`config.mk`:
```
export PLATFORM = sky130hd
export DESIGN_NAME = kyber_dout_serializer
export DESIGN_NICKNAME = d
export VERILOG_FILES = /design/src/rtl/kyber_pkg.sv /design/src/rtl/kyber_dout_serializer.sv
export SDC_FILE = /design/constraint.sdc
export NUM_CORES = 1
export LEC_CHECK = 0
export BUFFER_PORTS_ARGS = -buffer_cell sky130_fd_sc_hd__buf_2
export CAP_MARGIN = 10
export CORE_MARGIN = 8
export CORE_UTILIZATION = 52
export CTS_CLUSTER_DIAMETER = 50
export CTS_CLUSTER_SIZE = 10
export DETAILED_ROUTE_END_ITERATION = 10
export PLACE_DENSITY_LB_ADDON = 0.3
export SYNTH_ARGS = -nofsm -noshare
export SYNTH_HDL_FRONTEND = slang
export SYNTH_SLANG_ARGS = --single-unit
export TNS_END_PERCENT = 5
```
`constraint.sdc`:
```
create_clock -name clk -period 17.7 [get_ports clk]
set_clock_uncertainty 0.15 [all_clocks]
set_input_delay 3.54 -clock clk [delete_from_list [all_inputs] [get_ports clk]]
set_output_delay 3.54 -clock clk [all_outputs]
set_load 0.005 [all_outputs]
```
`src/rtl/kyber_pkg.sv`:
```
// Shared Kyber datapath widths used by the client, the output serializer and the bus bridge.
package kyber_pkg;
  localparam int KYBER_BLK_W  = 256;
  localparam int KYBER_BUS_W  = 32;
  localparam int KYBER_NWORDS = KYBER_BLK_W / KYBER_BUS_W;
endpackage

```
`src/rtl/kyber_dout_serializer.sv`:
```
// Two-entry block buffer that streams 256-bit Kyber result blocks out as 32-bit words
// over valid/ready; blocks arriving with the buffer full and no pop in flight are dropped.
module kyber_dout_serializer
  import kyber_pkg::*;
#(
  parameter int BLK_W  = KYBER_BLK_W,
  parameter int WORD_W = KYBER_BUS_W,
  parameter int NWORDS = BLK_W / WORD_W
) (
  input  logic              clk,
  input  logic              rst,
  input  logic              in_valid,
  input  logic [BLK_W-1:0]  in_data,
  output logic              out_valid,
  input  logic              out_ready,
  output logic [WORD_W-1:0] out_data,
  output logic              out_last,
  output logic [1:0]        blk_cnt,
  output logic              overflow,
  input  logic              ovf_clr
);

  localparam int IDX_W = $clog2(NWORDS);
  localparam logic [IDX_W-1:0] IDX_LAST = IDX_W'(NWORDS - 1);

  logic [1:0][BLK_W-1:0] ent;
  logic                  wp, rp;
  logic [1:0]            cnt;
  logic [IDX_W-1:0]      idx;
  logic                  hs, pop, push, drop;

  assign hs   = out_valid && out_ready;
  assign pop  = hs && (idx == IDX_LAST);
  // a full buffer still takes a block if the head block retires this cycle
  assign push = in_valid && ((cnt != 2'd2) || pop);
  assign drop = in_valid && (cnt == 2'd2) && !pop;

  assign out_valid = (cnt != 2'd0);
  assign out_last  = out_valid && (idx == IDX_LAST);
  assign blk_cnt   = cnt;
  assign out_data  = ent[rp][idx*WORD_W +: WORD_W];

  always_ff @(posedge clk or posedge rst) begin
    if (rst) begin
      ent      <= '0;
      wp       <= 1'b0;
      rp       <= 1'b0;
      cnt      <= 2'd0;
      idx      <= '0;
      overflow <= 1'b0;
    end else begin
      if (push) begin
        ent[wp] <= in_data;
        wp      <= ~wp;
      end
      if (hs) begin
        if (pop) begin
          idx <= '0;
          rp  <= ~rp;
        end else begin
          idx <= idx + 1'b1;
        end
      end
      case ({push, pop})
        2'b10:   cnt <= cnt + 2'd1;
        2'b01:   cnt <= cnt - 2'd1;
        default: cnt <= cnt;
      endcase
      if (drop)         overflow <= 1'b1;
      else if (ovf_clr) overflow <= 1'b0;
    end
  end

endmodule

```
==> results of run 1 <==
power by group:
group / leakage [nW] / switching [mW] / internal [mW]
clock: 0.787 / 0.450 / 0.622
combinational: 4.55 / 0.877 / 1.16
sequential: 6.12 / 0.339 / 1.81
total: 11.5 / 1.67 / 3.59
cell type report:
cell class	count	area, sq um
repair buffers	317	1660
well taps	592	741
flip-flops and latches	520	13000
multi-input cells	770	9530
clock buffers	68	1550
inverters	4	18.8
fillers	3465	17500
diodes	17	42.5
clock inverters	5	60.1
registers in the layout, indices dropped and copies added (netlist names):
signal    cells
ent         512
overflow      1
blk_cnt       2
idx           3
wp            1
rp            1
metrics by stage:
step	worst slack [ns]	hold WS, ns	utilization [%]
5_1_grt	9.64	0.342	60.3
3_3_place_gp	10.56	0.312	56.6
4_1_cts	9.86	0.332	60.3
3_5_place_dp	10.50	0.320	56.6
6_report	10.08	0.331	60.3
2_1_floorplan	6.95	0.302	-
worst max-delay path, delay by kind of cell (launching register included):
family | cells | cell delay [ns]
buffers and inverters | 2 | 1.00
DFF | 1 | 1.05
muxes | 1 | 0.60
AOI/OAI and AO/OA | 1 | 0.49
and+or+nand+nor | 1 | 0.12
worst min-delay path by stage:
stage | startpoint | to | slack [ns] | cells after the start
floorplan | ent[224] | ent[224] | 0.30 | 1
global placement | ent[227] | ent[227] | 0.31 | 1
global route | ent[226] | ent[226] | 0.34 | 1
detailed placement | ent[227] | ent[227] | 0.32 | 1
finish | ent[185] | ent[185] | 0.33 | 1
CTS | ent[227] | ent[227] | 0.33 | 1
cell usage in the layout (no fill, tap or decap):
master / count
buf_2: 297
a311oi_4: 1
a211oi_1: 1
o211a_1: 1
o21ai_0: 4
clkinv_2: 1
diode_2: 17
o32ai_1: 1
inv_2: 1
ha_1: 2
buf_12: 2
o211ai_4: 1
dfrtp_1: 518
or2_2: 1
mux4_2: 128
mux2_2: 234
nand2_1: 36
inv_1: 2
xnor2_1: 3
dfrtp_4: 2
and2_1: 3
clkbuf_16: 61
buf_4: 18
a21o_1: 1
clkbuf_1: 7
clkinvlp_4: 2
clkinv_4: 2
bufinv_16: 1
nor2_4: 1
nor3_1: 2
a22oi_1: 64
nand4b_1: 1
nand2b_1: 2
nor2b_4: 2
a21oi_1: 2
mux2_1: 279
logic make-up after synthesis:
| group | count (synthesis) |
|---|---|
| multiplexers | 641 |
| flip-flops | 520 |
| buffers and inverters | 106 |
| AO/OA/AOI/OAI | 76 |
| AND/OR/NAND/NOR | 48 |
| XOR/XNOR | 3 |
| adder cells (fa/ha/maj) | 2 |
per-layer routing:
layer  global-route usage (%)  vias to the layer above  part of all wire (%)
li1                         -                     5807                     -
met5                        0                        -                  0.20
met3                     5.06                       96                   6.7
met4                     8.13                       16                   2.5
met2                     32.4                      334                    47
met1                     31.2                     7120                    44
synth_stat cells, drive strengths merged, types with 2 or more instances:
| cell | n |
|---|---|
| mux4 | 128 |
| xnor2 | 3 |
| nand2 | 36 |
| mux2 | 513 |
| a22oi | 64 |
| inv | 4 |
| nand2b | 2 |
| ha | 2 |
| clkbuf | 29 |
| and2 | 3 |
| nor3 | 2 |
| o21ai | 4 |
| dfrtp | 520 |
| buf | 73 |
| a21oi | 2 |
| nor2b | 2 |
==> summary.md, run 1 <==
| Metric | Value |
|---|---|
| Setup bufs post-CTS | 0 |
| Synth Area in Compound Gates | 2.47% |
| CP cell instances | buf_4, mux4_2, a22oi_1, nand2_1, buf_2 |
| # nets final | 1936 |
| Routed wire length | 56000 um |
| Min-Delay Path Class | register to register |
| Antenna Nets Post-Route | 0 |
| Register area share after synthesis | 56.2% |
| Worst skew pair latency | 0.59 ns |
| IO Port Bufs | 297 |
| Cell taking the most area after synthesis | dfrtp_1 |
| Clock tree buffer depth | 3 |
| Final Non-Filler Cells | 2293 |
| Async set-reset flop share out of synthesis | 100% |
| Vias per cell | 5.83 |
| WP data required | 14.01 ns |
| Tot Pwr | 5.25 mW |
| RR Startpoint | idx[0] |
| Critical Path Source Type | register |
| Post-CTS Hold Fix Bufs | 0 |
| RR Endpoint | ent[502] |
| Combinational family with the most area after synthesis | multiplexers |
| Worst-path clk slew | 0.06 ns |
| Final HPWL from detailed placement | 36900 um |
| Power density cells | 197 nW/um^2 |
| Die H | 227 um |
| IO Pins | 298 |
| Maximum VDD drop | 0.119 mV |
| Layout cells sized above 1 | 44.8% |
| Critical path class | register to output port |
| Synthesized area | 23200 sq um |
| Synth Flop Type | dfrtp_1 |
| Gpl congestion | 0.792 |
| Fin crit period | 7.62 ns |
| Die ar. | 51600 sq um |
| First-pass GRT wire length | 86600 um |
| Fin crit share | 43.1% |
| Top cells by area, synth | dfrtp_1 56%, mux2_1 14%, mux4_2 12% |
| Rel. slew slack | 12.9% |
| Vias in the first global route | 14600 |
| Die X | 227 um |
| Crit path to | out_data[9] |
| RSZ-0062 raised after global routing | false |
| CP Launch Point | idx[0] |
| Post-cts resize count | 0 |
| H-tree levels | 2 |
| Xor/xnor share of the synthesized area | 0.113% |
| Congestion Overflow GR | 0 |
| Pins Over Slew Limit | 0 |
| Via Count | 13400 |
| Distinct cells, synth | 29 |
| Initial antenna violation count | 25 |
| Final setup viols | 0 |
| CTS tree | built |
| Post-synthesis adder-cell area fraction | 0.108% |
| Post-Synth Simple-Gate Area | 0.896% |
| Clock Root Buffer | clkbuf_16 |
| GRT Util Overall | 21.8% |
| Num CTS Buffers | 60 |
| Core Region | 44100 sq um |
| Status | finished, final reports clean |
| Final hold vios | 0 |
| Area after DPL | 25000 sq um |
| Inst Count DP | 2203 |
| Reg2Reg Depth | 7 |
| Clock sink count | 520 |
| DR WL/cell | 24.4 um |
| Area share of the largest cell type after synthesis | 56.2% |
| Drt pass-1 iters | 4 |
| Final Instance Area | 26600 sq um |
| CP peak stage delay | 1.05 ns |
| Setup TNS | 0 ns |
| 1st-iter DRT viols | 928 |
| Post-synth EDFFs | 0 |
| CP max-delay cell | dfrtp_4 |
| Max_cap viols | 0 |
| Mux cell area share after synthesis | 37.4% |
| CP max FO | 48 |
| FP Rows | 77 |
| Fmax | 0.131 GHz |
| Pleak | 11.5 nW |
| Endpoint arrival time on the critical path | 3.93 ns |
| Drt drc | 0 |
| Synth-to-layout area growth | 14.9% |
| Largest net degree at the start of global routing | 188 |
| Worst-margin pin slew | 1.31 ns |
| Post-synth net total | 1659 |
| Reg-to-reg slack, setup | 13.15 ns |
| Synth Area per Inst | 16.6 sq um |
| Synth warnings | 0 |
| Critical path capture point type | output port |
| Syn Inst Count | 1396 |
| Post-synthesis register bit count | 520 |
| Initial Util | 52.5% |
Power figures use the tool's default switching activity.
==> run 2, diff against run 1 <==
--- a/config.mk
+++ b/config.mk
@@ -8,7 +8,7 @@
 export BUFFER_PORTS_ARGS = -buffer_cell sky130_fd_sc_hd__buf_2
 export CAP_MARGIN = 10
 export CORE_MARGIN = 8
-export CORE_UTILIZATION = 52
+export CORE_UTILIZATION = 58
 export CTS_CLUSTER_DIAMETER = 50
 export CTS_CLUSTER_SIZE = 10
 export DETAILED_ROUTE_END_ITERATION = 10
==> constraint.sdc (replaced) <==
create_clock -name clk -period 7.4 [get_ports clk]
set_clock_uncertainty 0.15 [all_clocks]
set_input_delay 1.48 -clock clk [delete_from_list [all_inputs] [get_ports clk]]
set_output_delay 1.48 -clock clk [all_outputs]
set_load 0.005 [all_outputs]
==> summary.md, run 2 (synthesis gave the netlist of run 1 again) <==
| Metric | Value |
|---|---|
| Status | finished, final reports clean |
| Power density cells | 473 nW/um^2 |
| Critical path class | register to output port |
| Min-Delay Path Class | register to register |
| # nets final | 1935 |
| Sw Ratio | 31.5% |
| Drt pass-1 iters | 5 |
| IO Pins | 298 |
| Fin crit period | 5.25 ns |
| CTS tree | built |
| Biggest register | ent |
| Critical Path Source Type | register |
| DR WL/cell | 24.7 um |
| Max_cap viols | 0 |
| Congestion Overflow GR | 0 |
| Core Region | 39500 sq um |
| CP max FO | 60 |
| Maximum VDD drop | 0.282 mV |
| Internal Pwr Total | 8.61 mW |
| Num CTS Buffers | 60 |
| Fin crit share | 71.0% |
| Clk pwr share | 20.5% |
| Area after DPL | 24900 sq um |
| Via Count | 13500 |
| Part of the power in registers | 41.1% |
| GRT Util Overall | 23.8% |
| Vias per cell | 6.07 |
| Logic pwr share | 38.4% |
| Fmax | 0.190 GHz |
| Worst-path clk slew | 0.05 ns |
| Final Instance Area | 26600 sq um |
| Endpoint arrival time on the critical path | 3.62 ns |
| Max reg flops | 512 |
| Largest net degree at the start of global routing | 181 |
| Final Non-Filler Cells | 2231 |
| Clock Root Buffer | clkbuf_16 |
| Final setup viols | 0 |
| FP Rows | 73 |
| Most frequent cells in the layout | 518 x dfrtp_1, 297 x buf_2, 279 x mux2_1 |
| Gpl congestion | 0.798 |
| Dpl ws | 2.75 ns |
| Initial Util | 58.6% |
| Clock tree buffer depth | 3 |
| Post-cts resize count | 0 |
| Rel. slew slack | 22.7% |
| Setup bufs post-CTS | 0 |
| Pleak | 11.5 nW |
| Routed wire length | 55200 um |
| Post-CTS Hold Fix Bufs | 0 |
| Reg-to-reg slack, setup | 3.30 ns |
| Worst skew pair latency | 0.60 ns |
| Die H | 216 um |
| Initial antenna violation count | 33 |
| Final HPWL from detailed placement | 36200 um |
| Worst-margin pin slew | 1.16 ns |
| Die ar. | 46600 sq um |
| RSZ-0062 raised after global routing | false |
| Clock sink count | 520 |
| 1st-iter DRT viols | 1004 |
| Final WS setup | 2.15 ns |
| First-pass GRT wire length | 86900 um |
| Final hold vios | 0 |
| Antenna Nets Post-Route | 0 |
| Pins Over Slew Limit | 0 |
| Setup TNS | 0 ns |
| Drt drc | 0 |
| Critical path capture point type | output port |
| IO Port Bufs | 297 |
| Inst Count DP | 2135 |
| Fill cells | 2746 |
| Synth-to-layout area growth | 14.9% |
| Net Sw Power | 3.97 mW |
| WP data required | 5.77 ns |
| Layout cells sized above 1 | 45.0% |
| H-tree levels | 2 |
| Most common cell after layout, fill and taps aside | dfrtp_1 |
| Die X | 216 um |
| Vias in the first global route | 14700 |
[run 2: cell count changes in the layout (fill, tap and decap cells not counted), sizes merged]
cell and change:
clkinvlp -1, buf -1, diode +6, inv +1
[run 2: worst paths after layout]
| kind | start | to | cells after the start |
|---|---|---|---|
| max reg2reg | idx[0] | ent[123] | 7 |
| min | ent[151] | ent[151] | 1 |
| max in group asynchronous | rst | idx[0] | 3 |
| max | idx[0] | out_data[14] | 5 |
| min in group asynchronous | rst | ent[277] | 2 |
| min reg2reg | ent[151] | ent[151] | 1 |
[run 2: per-stage QoR]
step | hold WS [ns] | utilization (%) | total power [mW]
floorplan | 0.302 | - | 8.69
global placement | 0.312 | 63.0 | 9.81
finish | 0.330 | 67.3 | 12.6
CTS | 0.331 | 67.2 | 12.7
global route | 0.343 | 67.2 | 13.3
detailed placement | 0.319 | 63.0 | 10.0
[run 2: layer usage]
layer	vias to the layer above	GRT usage, %	wire (um)
li1	5825	-	-
met1	7243	34.4	24800
met2	354	34.6	25100
met3	99	6.20	3730
met4	24	8.08	1320
met5	-	1.07	139
[run 2: final cells by class]
| class | count | area (sq um) | share of cell area (%) |
|---|---|---|---|
| antenna | 23 | 57.6 | 0.216 |
| clock buffer | 68 | 1590 | 5.98 |
| clock inverter | 5 | 53.8 | 0.202 |
| inverter | 4 | 18.8 | 0.0705 |
| multi-input combinational | 770 | 9520 | 35.8 |
| sequential | 520 | 13000 | 48.9 |
| tap | 525 | 657 | 2.47 |
| timing repair buffer | 316 | 1700 | 6.40 |
[run 2: worst max-delay path, stage by stage, from the launching register on]
cell and delay [ns]:
dfrtp_4 1.00, buf_12 0.50, mux4_2 0.57, a22oi_1 0.49, nand2_1 0.22, buf_2 0.19
[run 2: power by group through the flow]
stage | registers, mW | logic [mW] | clock network (mW)
6_report | 5.17 | 4.83 | 2.58
5_1_grt | 5.36 | 5.20 | 2.76
4_1_cts | 5.17 | 4.87 | 2.64
3_5_place_dp | 5.20 | 4.83 | 0
3_3_place_gp | 5.12 | 4.70 | 0
2_1_floorplan | 4.81 | 3.88 | 0
